$ cat src/rtl/wb_bridge_pkg.sv
// Shared types and helpers for the 32-to-16 bit Wishbone width adapter.
//   state_e      : bridge FSM states
//   HALF_HI/LO   : address bit [1] of the +0 / +2 halfword
//   sel_hi/sel_lo: byte-select pair for upstream bits [31:16] / [15:0]
//   lane_mask    : expands a 2-bit select into a 16-bit byte mask
package wb_bridge_pkg;

  typedef enum logic [2:0] {
    IDLE = 3'd0,
    HI   = 3'd1,
    GAP  = 3'd2,
    LO   = 3'd3,
    DONE = 3'd4
  } state_e;

  localparam logic HALF_HI = 1'b0;
  localparam logic HALF_LO = 1'b1;

  function automatic logic [1:0] sel_hi(input logic [3:0] sel);
    return sel[3:2];
  endfunction

  function automatic logic [1:0] sel_lo(input logic [3:0] sel);
    return sel[1:0];
  endfunction

  function automatic logic [15:0] lane_mask(input logic [1:0] sel);
    return {{8{sel[1]}}, {8{sel[0]}}};
  endfunction

endpackage

$ cat src/rtl/wb32to16_bridge.sv
// Wishbone width adapter: one 32-bit upstream access becomes zero, one or
// two 16-bit downstream accesses, steered by the byte selects. Read halves
// are reassembled and a single-cycle upstream ack is returned.
//
// Ports:
//   clk_i, rst_i           clock, asynchronous active-low reset
//   wbs_*                  32-bit upstream slave side (adr, dat, sel, we, cyc, stb, ack)
//   wbm_*                  16-bit downstream master side
//
// Parameters:
//   BIG_ENDIAN  1: bits [31:16] live at +0, [15:0] at +2; 0: swapped
//   GAP_CYCLES  idle cycles (stb low, cyc held) between the two halves
//
// state | meaning
// IDLE  | waiting for upstream cyc & stb; request latched on acceptance
// HI    | downstream access for upstream bits [31:16]
// GAP   | stb low between halves so a registered stale ack is not consumed
// LO    | downstream access for upstream bits [15:0]
// DONE  | single-cycle upstream ack with reassembled read data
module wb32to16_bridge
  import wb_bridge_pkg::*;
#(
  parameter bit          BIG_ENDIAN = 1'b1,
  parameter int unsigned GAP_CYCLES = 1
) (
  input  logic        clk_i,
  input  logic        rst_i,
  input  logic [31:0] wbs_adr_i,
  input  logic [31:0] wbs_dat_i,
  output logic [31:0] wbs_dat_o,
  input  logic [3:0]  wbs_sel_i,
  input  logic        wbs_we_i,
  input  logic        wbs_cyc_i,
  input  logic        wbs_stb_i,
  output logic        wbs_ack_o,
  output logic [31:0] wbm_adr_o,
  output logic [15:0] wbm_dat_o,
  input  logic [15:0] wbm_dat_i,
  output logic [1:0]  wbm_sel_o,
  output logic        wbm_we_o,
  output logic        wbm_cyc_o,
  output logic        wbm_stb_o,
  input  logic        wbm_ack_i
);

  localparam int unsigned    GAP_W    = (GAP_CYCLES > 1) ? $clog2(GAP_CYCLES) : 1;
  localparam logic [GAP_W-1:0] GAP_LOAD = (GAP_CYCLES > 0) ? GAP_W'(GAP_CYCLES - 1) : '0;
  localparam logic UP_HALF = BIG_ENDIAN ? HALF_HI : HALF_LO;
  localparam logic DN_HALF = BIG_ENDIAN ? HALF_LO : HALF_HI;

  state_e           state_q, state_d;
  logic [29:0]      adr_q, adr_d;
  logic             we_q, we_d;
  logic [3:0]       sel_q, sel_d;
  logic [31:0]      dat_q, dat_d;
  logic [31:0]      rd_q, rd_d;
  logic [GAP_W-1:0] gap_cnt_q, gap_cnt_d;

  logic [31:0] wbs_dat_q, wbs_dat_d;
  logic        wbs_ack_q, wbs_ack_d;
  logic [31:0] wbm_adr_q, wbm_adr_d;
  logic [15:0] wbm_dat_q, wbm_dat_d;
  logic [1:0]  wbm_sel_q, wbm_sel_d;
  logic        wbm_we_q, wbm_we_d;
  logic        wbm_cyc_q, wbm_cyc_d;
  logic        wbm_stb_q, wbm_stb_d;

  // Word-aligned access: the byte offset bits carry no information.
  logic unused_adr_lsb;
  assign unused_adr_lsb = ^wbs_adr_i[1:0];

  // Acks only count while our strobe is actually out on the bus.
  logic dn_ack;
  assign dn_ack = wbm_stb_q & wbm_ack_i;

  always_comb begin
    state_d   = state_q;
    adr_d     = adr_q;
    we_d      = we_q;
    sel_d     = sel_q;
    dat_d     = dat_q;
    rd_d      = rd_q;
    gap_cnt_d = gap_cnt_q;

    case (state_q)
      IDLE: begin
        if (wbs_cyc_i && wbs_stb_i) begin
          adr_d = wbs_adr_i[31:2];
          we_d  = wbs_we_i;
          sel_d = wbs_sel_i;
          dat_d = wbs_dat_i;
          rd_d  = '0;
          if (sel_hi(wbs_sel_i) != 2'b00)      state_d = HI;
          else if (sel_lo(wbs_sel_i) != 2'b00) state_d = LO;
          else                                 state_d = DONE;
        end
      end
      HI: begin
        if (!wbs_cyc_i) begin
          state_d = IDLE;
        end else if (dn_ack) begin
          if (!we_q) rd_d[31:16] = wbm_dat_i & lane_mask(sel_hi(sel_q));
          if (sel_lo(sel_q) == 2'b00) begin
            state_d = DONE;
          end else if (GAP_CYCLES == 0) begin
            state_d = LO;
          end else begin
            state_d   = GAP;
            gap_cnt_d = GAP_LOAD;
          end
        end
      end
      GAP: begin
        if (!wbs_cyc_i)             state_d = IDLE;
        else if (gap_cnt_q == '0)   state_d = LO;
        else                        gap_cnt_d = gap_cnt_q - GAP_W'(1);
      end
      LO: begin
        if (!wbs_cyc_i) begin
          state_d = IDLE;
        end else if (dn_ack) begin
          if (!we_q) rd_d[15:0] = wbm_dat_i & lane_mask(sel_lo(sel_q));
          state_d = DONE;
        end
      end
      DONE:    state_d = IDLE;
      default: state_d = IDLE;
    endcase

    // Outputs are registered, so they are decoded from the state being entered.
    wbs_dat_d = '0;
    wbs_ack_d = 1'b0;
    wbm_adr_d = '0;
    wbm_dat_d = '0;
    wbm_sel_d = '0;
    wbm_we_d  = 1'b0;
    wbm_cyc_d = 1'b0;
    wbm_stb_d = 1'b0;

    case (state_d)
      HI: begin
        wbm_cyc_d = 1'b1;
        wbm_stb_d = 1'b1;
        wbm_we_d  = we_d;
        wbm_adr_d = {adr_d, UP_HALF, 1'b0};
        wbm_sel_d = sel_hi(sel_d);
        wbm_dat_d = dat_d[31:16];
      end
      GAP: begin
        wbm_cyc_d = 1'b1;
        wbm_we_d  = we_d;
      end
      LO: begin
        wbm_cyc_d = 1'b1;
        wbm_stb_d = 1'b1;
        wbm_we_d  = we_d;
        wbm_adr_d = {adr_d, DN_HALF, 1'b0};
        wbm_sel_d = sel_lo(sel_d);
        wbm_dat_d = dat_d[15:0];
      end
      DONE: begin
        wbs_ack_d = 1'b1;
        wbs_dat_d = rd_d;
      end
      default: ;
    endcase
  end

  always_ff @(posedge clk_i or negedge rst_i) begin
    if (!rst_i) begin
      state_q   <= IDLE;
      adr_q     <= '0;
      we_q      <= 1'b0;
      sel_q     <= '0;
      dat_q     <= '0;
      rd_q      <= '0;
      gap_cnt_q <= '0;
      wbs_dat_q <= '0;
      wbs_ack_q <= 1'b0;
      wbm_adr_q <= '0;
      wbm_dat_q <= '0;
      wbm_sel_q <= '0;
      wbm_we_q  <= 1'b0;
      wbm_cyc_q <= 1'b0;
      wbm_stb_q <= 1'b0;
    end else begin
      state_q   <= state_d;
      adr_q     <= adr_d;
      we_q      <= we_d;
      sel_q     <= sel_d;
      dat_q     <= dat_d;
      rd_q      <= rd_d;
      gap_cnt_q <= gap_cnt_d;
      wbs_dat_q <= wbs_dat_d;
      wbs_ack_q <= wbs_ack_d;
      wbm_adr_q <= wbm_adr_d;
      wbm_dat_q <= wbm_dat_d;
      wbm_sel_q <= wbm_sel_d;
      wbm_we_q  <= wbm_we_d;
      wbm_cyc_q <= wbm_cyc_d;
      wbm_stb_q <= wbm_stb_d;
    end
  end

  assign wbs_dat_o = wbs_dat_q;
  assign wbs_ack_o = wbs_ack_q;
  assign wbm_adr_o = wbm_adr_q;
  assign wbm_dat_o = wbm_dat_q;
  assign wbm_sel_o = wbm_sel_q;
  assign wbm_we_o  = wbm_we_q;
  assign wbm_cyc_o = wbm_cyc_q;
  assign wbm_stb_o = wbm_stb_q;

endmodule

$ cat config.mk
export PLATFORM = sky130hd
export DESIGN_NAME = wb32to16_bridge
export DESIGN_NICKNAME = d
export VERILOG_FILES = /design/src/rtl/wb_bridge_pkg.sv /design/src/rtl/wb32to16_bridge.sv
export SDC_FILE = /design/constraint.sdc
export NUM_CORES = 1
export LEC_CHECK = 0
export ABC_AREA = 1
export BUFFER_PORTS_ARGS = -buffer_cell sky130_fd_sc_hd__buf_2
export CAP_MARGIN = 20
export CORE_MARGIN = 5
export CORE_UTILIZATION = 47
export CTS_CLUSTER_SIZE = 25
export DETAILED_ROUTE_END_ITERATION = 8
export GPL_TIMING_DRIVEN = 0
export PLACE_DENSITY = 0.77
export SLEW_MARGIN = 30
export SYNTH_ARGS = -nofsm -noshare
export SYNTH_HDL_FRONTEND = slang
export SYNTH_SLANG_ARGS = --single-unit
$ cat constraint.sdc
create_clock -name clk_i -period 3.35 [get_ports clk_i]
set_input_delay 0.335 -clock clk_i [delete_from_list [all_inputs] [get_ports clk_i]]
set_output_delay 0.335 -clock clk_i [all_outputs]
set_load 0.03 [all_outputs]
==> results of run 1 <==
==> power groups by stage <==
stage          clock (uW)  sequential (uW)  combinational (uW)
4_1_cts              2130             2980                1860
2_1_floorplan           0             3330                 925
3_5_place_dp            0             3010                1850
5_1_grt              2240             3040                2070
3_3_place_gp            0             3000                1790
6_report             2090             2980                1850
==> final cells by class <==
class                      instances  area [um^2]  share of cell area
clock inverter                    13          180              0.0194
tap                              216          270              0.0292
buffer                            41          208              0.0224
timing repair buffer             174          931               0.100
sequential                       187         4680               0.505
multi-input combinational        528         2320               0.250
inverter                          66          248              0.0267
clock buffer                      18          429              0.0463
==> path summary, 6_finish.rpt <==
check	slack [ps]	end	startpoint
setup reg to reg	1430	wbm_adr_o[30]	state_q[1]
hold / removal	120	dat_q[13]	wbs_dat_i[13]
min in group asynchronous	390	wbs_dat_o[5]	rst_i
hold reg to reg	470	rd_q[13]	rd_q[13]
max in group asynchronous	1920	dat_q[17]	rst_i
setup / recovery	1430	wbm_adr_o[30]	state_q[1]
==> through the flow <==
stage | cells | setup TNS, ps
6_report | 1243 | 0
5_1_grt | 1243 | 0
4_1_cts | 1243 | 0
3_5_place_dp | 1211 | 0
3_3_place_gp | 1209 | -180100
2_1_floorplan | 822 | 0
==> placed cells by master, fill, tap and decap left out, drive strengths merged <==
cell and count:
dlygate4sd3 1, clkbuf 34, nor2 53, or2 30, nand4 20, buf 198
o21ai 38, a21oi 29, bufinv 3, clkinvlp 1, nand2 299, inv 73
conb 1, clkinv 2, dfrtp 187, nand3 58
==> flip-flops by register name (all words and copies together) (netlist names) <==
signal	flops
wbm_cyc_o	1
wbm_we_o	1
wbm_adr_o	31
sel_q	4
state_q	3
wbm_dat_o	16
adr_q	30
wbm_stb_o	1
dat_q	32
wbs_dat_o	32
wbs_ack_o	1
wbm_sel_o	2
rd_q	32
we_q	1
==> synthesized netlist by cell type <==
master and n:
nand3_1 57, nor2_4 2, o21ai_2 1, buf_4 4, or2_2 30, nand2_1 298
nor2_2 4, o21ai_4 1, buf_2 19, nand3_4 1, a21oi_1 29, dfrtp_1 187
nand2_2 1, nor2_1 47, o21ai_0 34, inv_2 5, conb_1 1, inv_1 60
clkbuf_1 16, o21ai_1 2, clkinv_1 1, nand4_1 20, buf_6 2
==> worst max-delay path: stages, from the launching register on <==
cell and delay, ps:
dfrtp_1 440, inv_1 90, nand2_1 140, nor2_4 90, nand3_1 80, nand2_1 240
nor2_2 340, buf_2 300, nor2_1 80
==> cell families (layout without fill, tap and decap cells) <==
| logic type | count (synthesis) | after routing |
|---|---|---|
| buffers and inverters | 107 | 312 |
| other | 1 | 1 |
| AND/OR/NAND/NOR | 460 | 460 |
| AO/OA/AOI/OAI | 67 | 67 |
| flip-flops | 187 | 187 |
==> routing by layer <==
layer / track usage / wire length (um)
met1: 0.264 / 7600
met2: 0.319 / 8360
met3: 0.0770 / 1790
met4: 0.0745 / 398
met5: 0 / 38
==> repair_timing <==
| item | CTS | global route |
|---|---|---|
| hold buffers | 1 | 0 |
| setup endpoints to repair | 0 | 0 |
| hold endpoints to repair | 47 | 0 |
==> results by group, run 1 <==
Yosys
  – Mapped cell area: 7450 um^2
  – Simple-gate portion of the synthesized area: 0.264
  – Unique masters post-synth: 23
  – Largest family of logic cells by synthesized area: simple AND/OR/NAND/NOR gates
  – Multiplexer share of the synthesized area: 0
  – Synth warnings: 0
  – Post-Syn Nets: 912
  – Seq cells post-synth: 187
  – Post-synthesis sequential area ratio: 0.628
  – Compound-Gate Fraction of Synth Area: 0.0470
  – Post-Synth Adder-Cell Area: 0
  – Top cell type's share of synthesized area: 0.628
  – Xor-xnor portion of the synthesized cell area: 0
  – Cells after synthesis: 822
  – Leading area contributor after synthesis: dfrtp_1
  – Leading post-synthesis cells by cell area: dfrtp_1 (63%), nand2_1 (15%), nand3_1 (3.8%), inv_1 (3.0%), or2_2 (2.5%)
  – Synthesized area per cell: 9.07 um^2

Pwr
  – LEAKAGE: 0.00518 uW
  – Sequential power share: 0.431
  – Comb pwr share: 0.267
  – Total power: 6920 uW
  – Pint: 4530 uW
  – Cell Pwr Density: 747 nW/um^2
  – NetSw: 2390 uW
  – Clk pwr share: 0.302
  – Maximum vdd drop: 0.461 mV
  – Sw frac: 0.346

Critical path
  – Worst-path fanout max: 10
  – Setup CP Type: reg -> reg
  – Reg2reg path depth: 8
  – Arr. time, crit path: 2230 ps
  – Type of origin of the critical path: register
  – Critical Path End Type: register
  – Critical Path RT: 3660 ps

Clocking
  – Clk buf depth: 2
  – Htree depth: 4
  – Root Buffer: clkbuf_16
  – Clock Sinks: 187
  – Number of setup buffers added after CTS: 0
  – CTS tree: done
  – Clock Latency Late Sink: 430 ps
  – Clk pin slew, worst setup/hold paths: 70 ps
  – Post-CTS sizing: 0
  – CTS Buf Count: 17

Timing
  – Final setup violation count: 0
  – Final min period: 1920 ps
  – Hold_ws: 118 ps
  – Worst-margin pin slew: 533 ps
  – Final Hold Viols: 0
  – Worst Skew: 10.7 ps
  – Final Max Tran Viols: 0
  – Unrepaired setup endpoints after global routing: false
  – Final WS setup: 1430 ps
  – Fmax: 0.520 GHz
  – Fin crit share: 0.574
  – Relative slew slack: 0.642

Global routing
  – Total gr overflow: 0
  – GRT Overall Usage: 0.205
  – First-pass GRT wire length: 29.4 mm
  – Initial antenna violation count: 4
  – Vias in the first global route: 5,989
  – Largest net degree at the start of global routing: 87

Routing
  – WL/cell: 14.6 um
  – Final ANT Viol Nets: 0
  – Vias/cell: 4.88
  – Final WL: 18.2 mm
  – Via count: 6,070
  – DR iter-0 viols: 439
  – First-pass DRT Iterations: 5
  – DRC: 0

Place
  – RD Place Congestion: 0.871
  – Placed cell areas: 8640 um^2
  – Port bufs: 171
  – Pre-CTS WS: 1390 ps
  – Hpwl dp: 13.0 mm

Die
  – Full die area: 18,500 um^2
  – Die height: 136 um
  – Ports: 176
  – Die X: 136 um
  – Core box area: 15,700 um^2
  – Starting Density: 0.474
  – FP Rows: 46

Layout
  – Fillers: 1,382
  – ANT cells: 0
  – NumNets Final: 1,105
  – Share of layout cells above drive strength 1: 0.266
  – Final design utilization: 0.590
  – Final instance area: 9260 um^2
  – Area Growth Syn to Fin: 24.3%

Run status
  – Status: completed

Flow run
  – Max Cap Viol: 0

Hold path
  – HP Class: in -> reg
  – Number of cells on the worst hold path: 3
(Power assumes the default switching activity.)
==> run 2, diff against run 1 <==
--- a/config.mk
+++ b/config.mk
@@ -13,7 +13,7 @@
 export CTS_CLUSTER_SIZE = 25
 export DETAILED_ROUTE_END_ITERATION = 8
 export GPL_TIMING_DRIVEN = 0
-export PLACE_DENSITY = 0.77
+export PLACE_DENSITY = 0.8
 export SLEW_MARGIN = 30
 export SYNTH_ARGS = -nofsm -noshare
 export SYNTH_HDL_FRONTEND = slang
==> constraint.sdc (replaced) <==
create_clock -name clk_i -period 1.7 [get_ports clk_i]
set_input_delay 0.17 -clock clk_i [delete_from_list [all_inputs] [get_ports clk_i]]
set_output_delay 0.17 -clock clk_i [all_outputs]
set_load 0.03 [all_outputs]
==> run 2 against run 1 <==
- global-route usage is 0.38 points higher
- sequential power is 99% higher
- sequential share of layout area is 1.7 points lower
- final area is 3.6% higher
- die area stayed put
- power is 93% higher
- sequential cell count stayed put
==> results by group, run 2 (synthesized netlist as in run 1, its figures left out) <==
Run status
  – Status: completed (unchanged)

Critical path
  – Critical Path RT: 2010 ps (was 3660 ps)
  – Worst reg2reg startpoint: state_q[0] (was state_q[1])
  – Type of origin of the critical path: register (unchanged)
  – Setup CP Type: reg -> reg (unchanged)
  – Critical Path End Type: register (unchanged)
  – Worst-path fanout max: 10 (unchanged)
  – R2r endpoint: wbm_dat_o[12] (was wbm_adr_o[30])
  – Arr. time, crit path: 1940 ps (was 2230 ps)
  – Worst Setup SP: state_q[0] (was state_q[1])
  – Reg2reg path depth: 8 (unchanged)
  – Worst R2R Setup Slack: 70 ps (was 1430 ps)

Layout
  – Final instance area: 9600 um^2 (was 9260 um^2)
  – Layout Cells excl Fill: 1,272 (was 1,243)
  – Area Growth Syn to Fin: 28.8% (was 24.3%)
  – Fillers: 1,330 (was 1,382)
  – Commonest cells after routing, fill and taps aside: nand2_1 (295), dfrtp_1 (184), buf_2 (178), inv_1 (58), nand3_1 (57) (was nand2_1 (298), buf_2 (189), dfrtp_1 (187), inv_1 (60), nand3_1 (57))
  – NumNets Final: 1,129 (was 1,105)
  – Most common cell after layout, fill and taps aside: nand2_1 (unchanged)
  – Share of layout cells above drive strength 1: 0.297 (was 0.266)

Die
  – Core box area: 15,700 um^2 (unchanged)
  – FP Rows: 46 (unchanged)
  – Die X: 136 um (unchanged)
  – Ports: 176 (unchanged)
  – Starting Density: 0.474 (unchanged)
  – Full die area: 18,500 um^2 (unchanged)
  – Die height: 136 um (unchanged)

Routing
  – Final ANT Viol Nets: 0 (unchanged)
  – First-pass DRT Iterations: 5 (unchanged)
  – Vias/cell: 4.87 (was 4.88)
  – DR iter-0 viols: 411 (was 439)
  – WL/cell: 14.7 um (was 14.6 um)
  – DRC: 0 (unchanged)
  – Final WL: 18.7 mm (was 18.2 mm)
  – Via count: 6,194 (was 6,070)

Place
  – Placed cell areas: 8640 um^2 (unchanged)
  – Hpwl dp: 13.1 mm (was 13.0 mm)
  – DP Cell Count: 1,211 (unchanged)
  – RD Place Congestion: 0.890 (was 0.871)
  – Port bufs: 171 (unchanged)
  – Pre-CTS WS: -216 ps (was 1390 ps)

Clocking
  – Clock Sinks: 187 (unchanged)
  – CTS Buf Count: 17 (unchanged)
  – Clk buf depth: 2 (unchanged)
  – Root Buffer: clkbuf_16 (unchanged)
  – Clk pin slew, worst setup/hold paths: 70 ps (about the same)
  – Clock Latency Late Sink: 430 ps (about the same)
  – CTS tree: done (unchanged)
  – Htree depth: 4 (unchanged)

Pwr
  – Comb pwr share: 0.283 (was 0.267)
  – LEAKAGE: 0.00531 uW (was 0.00518 uW)
  – Maximum vdd drop: 0.979 mV (was 0.461 mV)
  – Cell Pwr Density: 1400 nW/um^2 (was 747 nW/um^2)
  – Sequential power share: 0.442 (was 0.431)
  – Clk pwr share: 0.274 (was 0.302)
  – NetSw: 4790 uW (was 2390 uW)
  – Total power: 13,400 uW (was 6920 uW)
  – Sw frac: 0.357 (was 0.346)
  – Pint: 8610 uW (was 4530 uW)

Timing
  – Final WS setup: 72.9 ps (was 1430 ps)
  – Relative slew slack: 0.637 (was 0.642)
  – Final Max Tran Viols: 0 (unchanged)
  – Final min period: 1630 ps (was 1920 ps)
  – Worst-margin pin slew: 544 ps (was 533 ps)
  – Fin crit share: 0.957 (was 0.574)
  – Fmax: 0.615 GHz (was 0.520 GHz)
  – Setup TNS: 0 ps (unchanged)
  – Final Hold Viols: 0 (unchanged)
  – Worst Skew: 14.8 ps (was 10.7 ps)
  – Unrepaired setup endpoints after global routing: true (was false)
  – Final setup violation count: 0 (unchanged)

Hold path
  – Hold path endpoint: sel_q[0] (was dat_q[13])
  – Number of cells on the worst hold path: 3 (unchanged)
  – HP Class: in -> reg (unchanged)
  – Hold Startpoint: wbs_sel_i[0] (was wbs_dat_i[13])

Global routing
  – GRT Overall Usage: 0.209 (was 0.205)
  – Largest net degree at the start of global routing: 91 (was 87)
  – Initial antenna violation count: 5 (was 4)
  – Vias in the first global route: 6,078 (was 5,989)
  – First-pass GRT wire length: 30.1 mm (was 29.4 mm)
  – Total gr overflow: 0 (unchanged)

Flow run
  – Max Cap Viol: 0 (unchanged)
run 2: final cells by class:
class | instances | area, um^2 | area share
inverter | 66 | 253 | 0.0263
sequential | 187 | 4680 | 0.488
clock inverter | 13 | 113 | 0.0117
buffer | 39 | 267 | 0.0278
timing repair buffer | 200 | 1170 | 0.122
antenna | 5 | 12.5 | 0.00130
clock buffer | 18 | 429 | 0.0447
multi-input combinational | 528 | 2400 | 0.250
tap | 216 | 270 | 0.0282
run 2: critical path: stages (launching register included):
cell	delay, ps
dfrtp_1	380
buf_4	180
inv_2	90
nand3_4	160
nor2_1	220
nor2_4	100
buf_4	200
nand4_1	90
nand2_1	80
run 2: worst max path at each step:
stage	slack, ps	to	cells past startpoint
floorplan	90	wbm_dat_o[10]	8
detailed placement	-220	wbm_adr_o[8]	8
global route	-9	wbm_dat_o[12]	8
CTS	2	wbm_dat_o[5]	9
finish	70	wbm_dat_o[12]	8
global placement	-2460	dat_q[8]	1
run 2: metal layers:
layer,part of all wire,GRT usage
met4,0.018,0.0761
met2,0.48,0.322
met1,0.42,0.277
met5,0.00069,0
met3,0.090,0.0696
run 2: repair_timing:
action | in CTS | in global routing
gates resized for setup | 21 | 54
buffers inserted | 3 | 6
hold endpoints to repair | 114 | 0
pin swaps | 2 | 6
endpoints found under the setup margin | 99 | 110
hold buffers | 18 | 0
run 2: metrics by stage:
step / utilization / hold WS, ps
floorplan: - / -126
global placement: 0.546 / 387
detailed placement: 0.550 / 76.1
CTS: 0.601 / 14.3
global route: 0.611 / 42.7
finish: 0.611 / 32.8
run 2: power groups by stage:
stage	registers, uW	clock network (uW)	logic, uW
final	5920	3680	3790
after global routing	6050	3960	4220
after CTS	5910	3740	3710
after global placement	5920	0	3520
after detailed placement	5940	0	3640
after floorplan	6570	0	1820
==> run 3, diff against run 2 <==
--- a/config.mk
+++ b/config.mk
@@ -14,6 +14,7 @@
 export DETAILED_ROUTE_END_ITERATION = 8
 export GPL_TIMING_DRIVEN = 0
 export PLACE_DENSITY = 0.8
+export RECOVER_POWER = 100
 export SLEW_MARGIN = 30
 export SYNTH_ARGS = -nofsm -noshare
 export SYNTH_HDL_FRONTEND = slang
==> run 3 against run 2 <==
- count of clock-buffer cells in the layout unchanged
- critical endpoint unchanged
- critical path type unchanged
- setup slack improved by 1.1 ps
- power shrank 0.68%
- worst hold slack worse by 2.5 ps
==> results by group, run 3 (synthesized netlist as in run 1, its figures left out) <==
Clocking
  – Clk pin slew, worst setup/hold paths: 70 ps (about the same)
  – Root Buffer: clkbuf_16 (unchanged)
  – Htree depth: 4 (unchanged)
  – Clk buf depth: 2 (unchanged)
  – Clock Latency Late Sink: 430 ps (about the same)
  – CTS Buf Count: 17 (unchanged)
  – Clock Sinks: 187 (unchanged)
  – CTS tree: done (unchanged)

Layout
  – Fillers: 1,378 (was 1,330)
  – Area Growth Syn to Fin: 27.3% (was 28.8%)
  – Commonest cells after routing, fill and taps aside: nand2_1 (295), dfrtp_1 (184), buf_2 (93), clkbuf_1 (90), inv_1 (58) (was nand2_1 (295), dfrtp_1 (184), buf_2 (178), inv_1 (58), nand3_1 (57))
  – Most common cell after layout, fill and taps aside: nand2_1 (unchanged)
  – NumNets Final: 1,129 (unchanged)
  – Share of layout cells above drive strength 1: 0.216 (was 0.297)

Global routing
  – Initial antenna violation count: 5 (unchanged)
  – GRT Overall Usage: 0.209 (unchanged)
  – First-pass GRT wire length: 30.1 mm (unchanged)
  – Total gr overflow: 0 (unchanged)
  – Vias in the first global route: 6,078 (unchanged)
  – Largest net degree at the start of global routing: 91 (unchanged)

Timing
  – Hold_ws: 30.2 ps (was 32.8 ps)
  – Worst Skew: 15.9 ps (was 14.8 ps)
  – Final min period: 1630 ps (about the same)
  – Unrepaired setup endpoints after global routing: true (unchanged)
  – Fin crit share: 0.956 (was 0.957)
  – Final setup violation count: 0 (unchanged)
  – Setup TNS: 0 ps (unchanged)
  – Fmax: 0.615 GHz (about the same)
  – Relative slew slack: 0.632 (was 0.637)
  – Final Hold Viols: 0 (unchanged)
  – Worst-margin pin slew: 553 ps (was 544 ps)
  – Final Max Tran Viols: 0 (unchanged)

Die
  – Starting Density: 0.474 (unchanged)
  – Die X: 136 um (unchanged)
  – Core box area: 15,700 um^2 (unchanged)
  – Full die area: 18,500 um^2 (unchanged)
  – FP Rows: 46 (unchanged)
  – Die height: 136 um (unchanged)
  – Ports: 176 (unchanged)

Pwr
  – Total power: 13,300 uW (was 13,400 uW)
  – LEAKAGE: 0.00496 uW (was 0.00531 uW)
  – Maximum vdd drop: 0.973 mV (was 0.979 mV)
  – Cell Pwr Density: 1400 nW/um^2 (about the same)

Routing
  – Metal-1 WL: 7.88 mm (was 7.79 mm)
  – Final WL: 18.7 mm (about the same)
  – First-pass DRT Iterations: 5 (unchanged)
  – WL/cell: 14.7 um (about the same)
  – Top Layer Used: met5 (unchanged)
  – DR iter-0 viols: 359 (was 411)
  – Final ANT Viol Nets: 0 (unchanged)
  – DRC: 0 (unchanged)
  – Vias/cell: 4.89 (was 4.87)
  – Met3 Wirelength: 1.64 mm (was 1.68 mm)
  – Via count: 6,214 (was 6,194)
  – Met2 Wirelength: 8.88 mm (was 8.89 mm)

Critical path
  – Arr. time, crit path: 1930 ps (was 1940 ps)
  – Worst-path fanout max: 10 (unchanged)
  – CP Cell Sequence: buf_4, inv_2, nand3_4, nor2_1, nor2_4, buf_4, nand4_1, nand2_1 (unchanged)
  – CP peak stage delay: 380 ps (about the same)
  – Setup CP Type: reg -> reg (unchanged)
  – Top Family by Delay on Critical Path: simple AND/OR/NAND/NOR gates (unchanged)
  – Crit path buffers/inverters: 3 (unchanged)
  – Type of origin of the critical path: register (unchanged)
  – Most used cell, CP: buf_4 (unchanged)
  – Critical Path RT: 2010 ps (about the same)
  – Critical path's slowest cell: dfrtp_1 (unchanged)
  – Critical Path End Type: register (unchanged)

Hold path
  – HP Class: in -> reg (unchanged)

Place
  – Port bufs: 171 (unchanged)
  – RD Place Congestion: 0.890 (unchanged)
  – Hpwl dp: 13.1 mm (unchanged)

Run status
  – Status: completed (unchanged)

Flow run
  – Max Cap Viol: 0 (unchanged)
[run 3: cell count changes in the layout (fill, tap and decap cells not counted), sizes merged]
| cell | change |
|---|---|
| buf | -85 |
| clkbuf | +85 |
[run 3: where the power goes]
group          switching [uW]  internal [uW]  total, uW
Sequential                406           5530       5930
Combinational            2620           1080       3700
Clock                    1770           1910       3670
Total                    4790           8510      13300
[run 3: worst paths after layout]
kind | endpoint | slack, ps | startpoint | cells past startpoint
setup / recovery | wbm_dat_o[12] | 70 | state_q[0] | 8
setup reg to reg | wbm_dat_o[12] | 70 | state_q[0] | 8
min in group asynchronous | wbs_dat_o[6] | 220 | rst_i | 2
hold reg to reg | rd_q[5] | 470 | rd_q[5] | 2
max in group asynchronous | dat_q[1] | 450 | rst_i | 4
hold / removal | sel_q[0] | 30 | wbs_sel_i[0] | 3
[run 3: tightest hold or removal path: stages]
cell and delay, ps:
buf_2 100, nand2_1 50, o21ai_0 100
[run 3: metrics by stage]
| stage | cell area, um^2 | worst slack [ps] | std cells | util |
|---|---|---|---|---|
| after floorplan | 7450 | 89.4 | 822 | - |
| after global placement | 8580 | -2460 | 1209 | 0.546 |
| after detailed placement | 8640 | -216 | 1211 | 0.550 |
| after CTS | 9440 | 2.04 | 1261 | 0.601 |
| after global routing | 9490 | -8.53 | 1271 | 0.604 |
| final | 9490 | 74.0 | 1272 | 0.604 |
[run 3: area by class of cell]
type	count	area, um^2	area share
Buffer	39	267	0.0281
Antenna cell	5	12.5	0.00132
Inverter	66	253	0.0266
Clock buffer	18	429	0.0452
Timing Repair Buffer	200	1060	0.112
Multi-Input combinational cell	528	2400	0.253
Tap cell	216	270	0.0285
Sequential cell	187	4680	0.493
Clock inverter	13	113	0.0119
[run 3: repair_timing]
| item | 4_1_cts | 5_1_grt |
|---|---|---|
| hold buffers | 18 | 0 |
| pin swaps | 2 | 6 |
| setup buffers | 3 | 6 |
| endpoints found under the setup margin | 99 | 110 |
| hold endpoints to repair | 114 | 0 |
| resized for setup | 21 | 54 |
[run 3: per-layer routing]
| metal | global-route usage | up-vias |
|---|---|---|
| li1 | - | 3008 |
| met1 | 0.277 | 2959 |
| met2 | 0.322 | 218 |
| met3 | 0.0696 | 27 |
| met4 | 0.0761 | 2 |
| met5 | 0 | - |
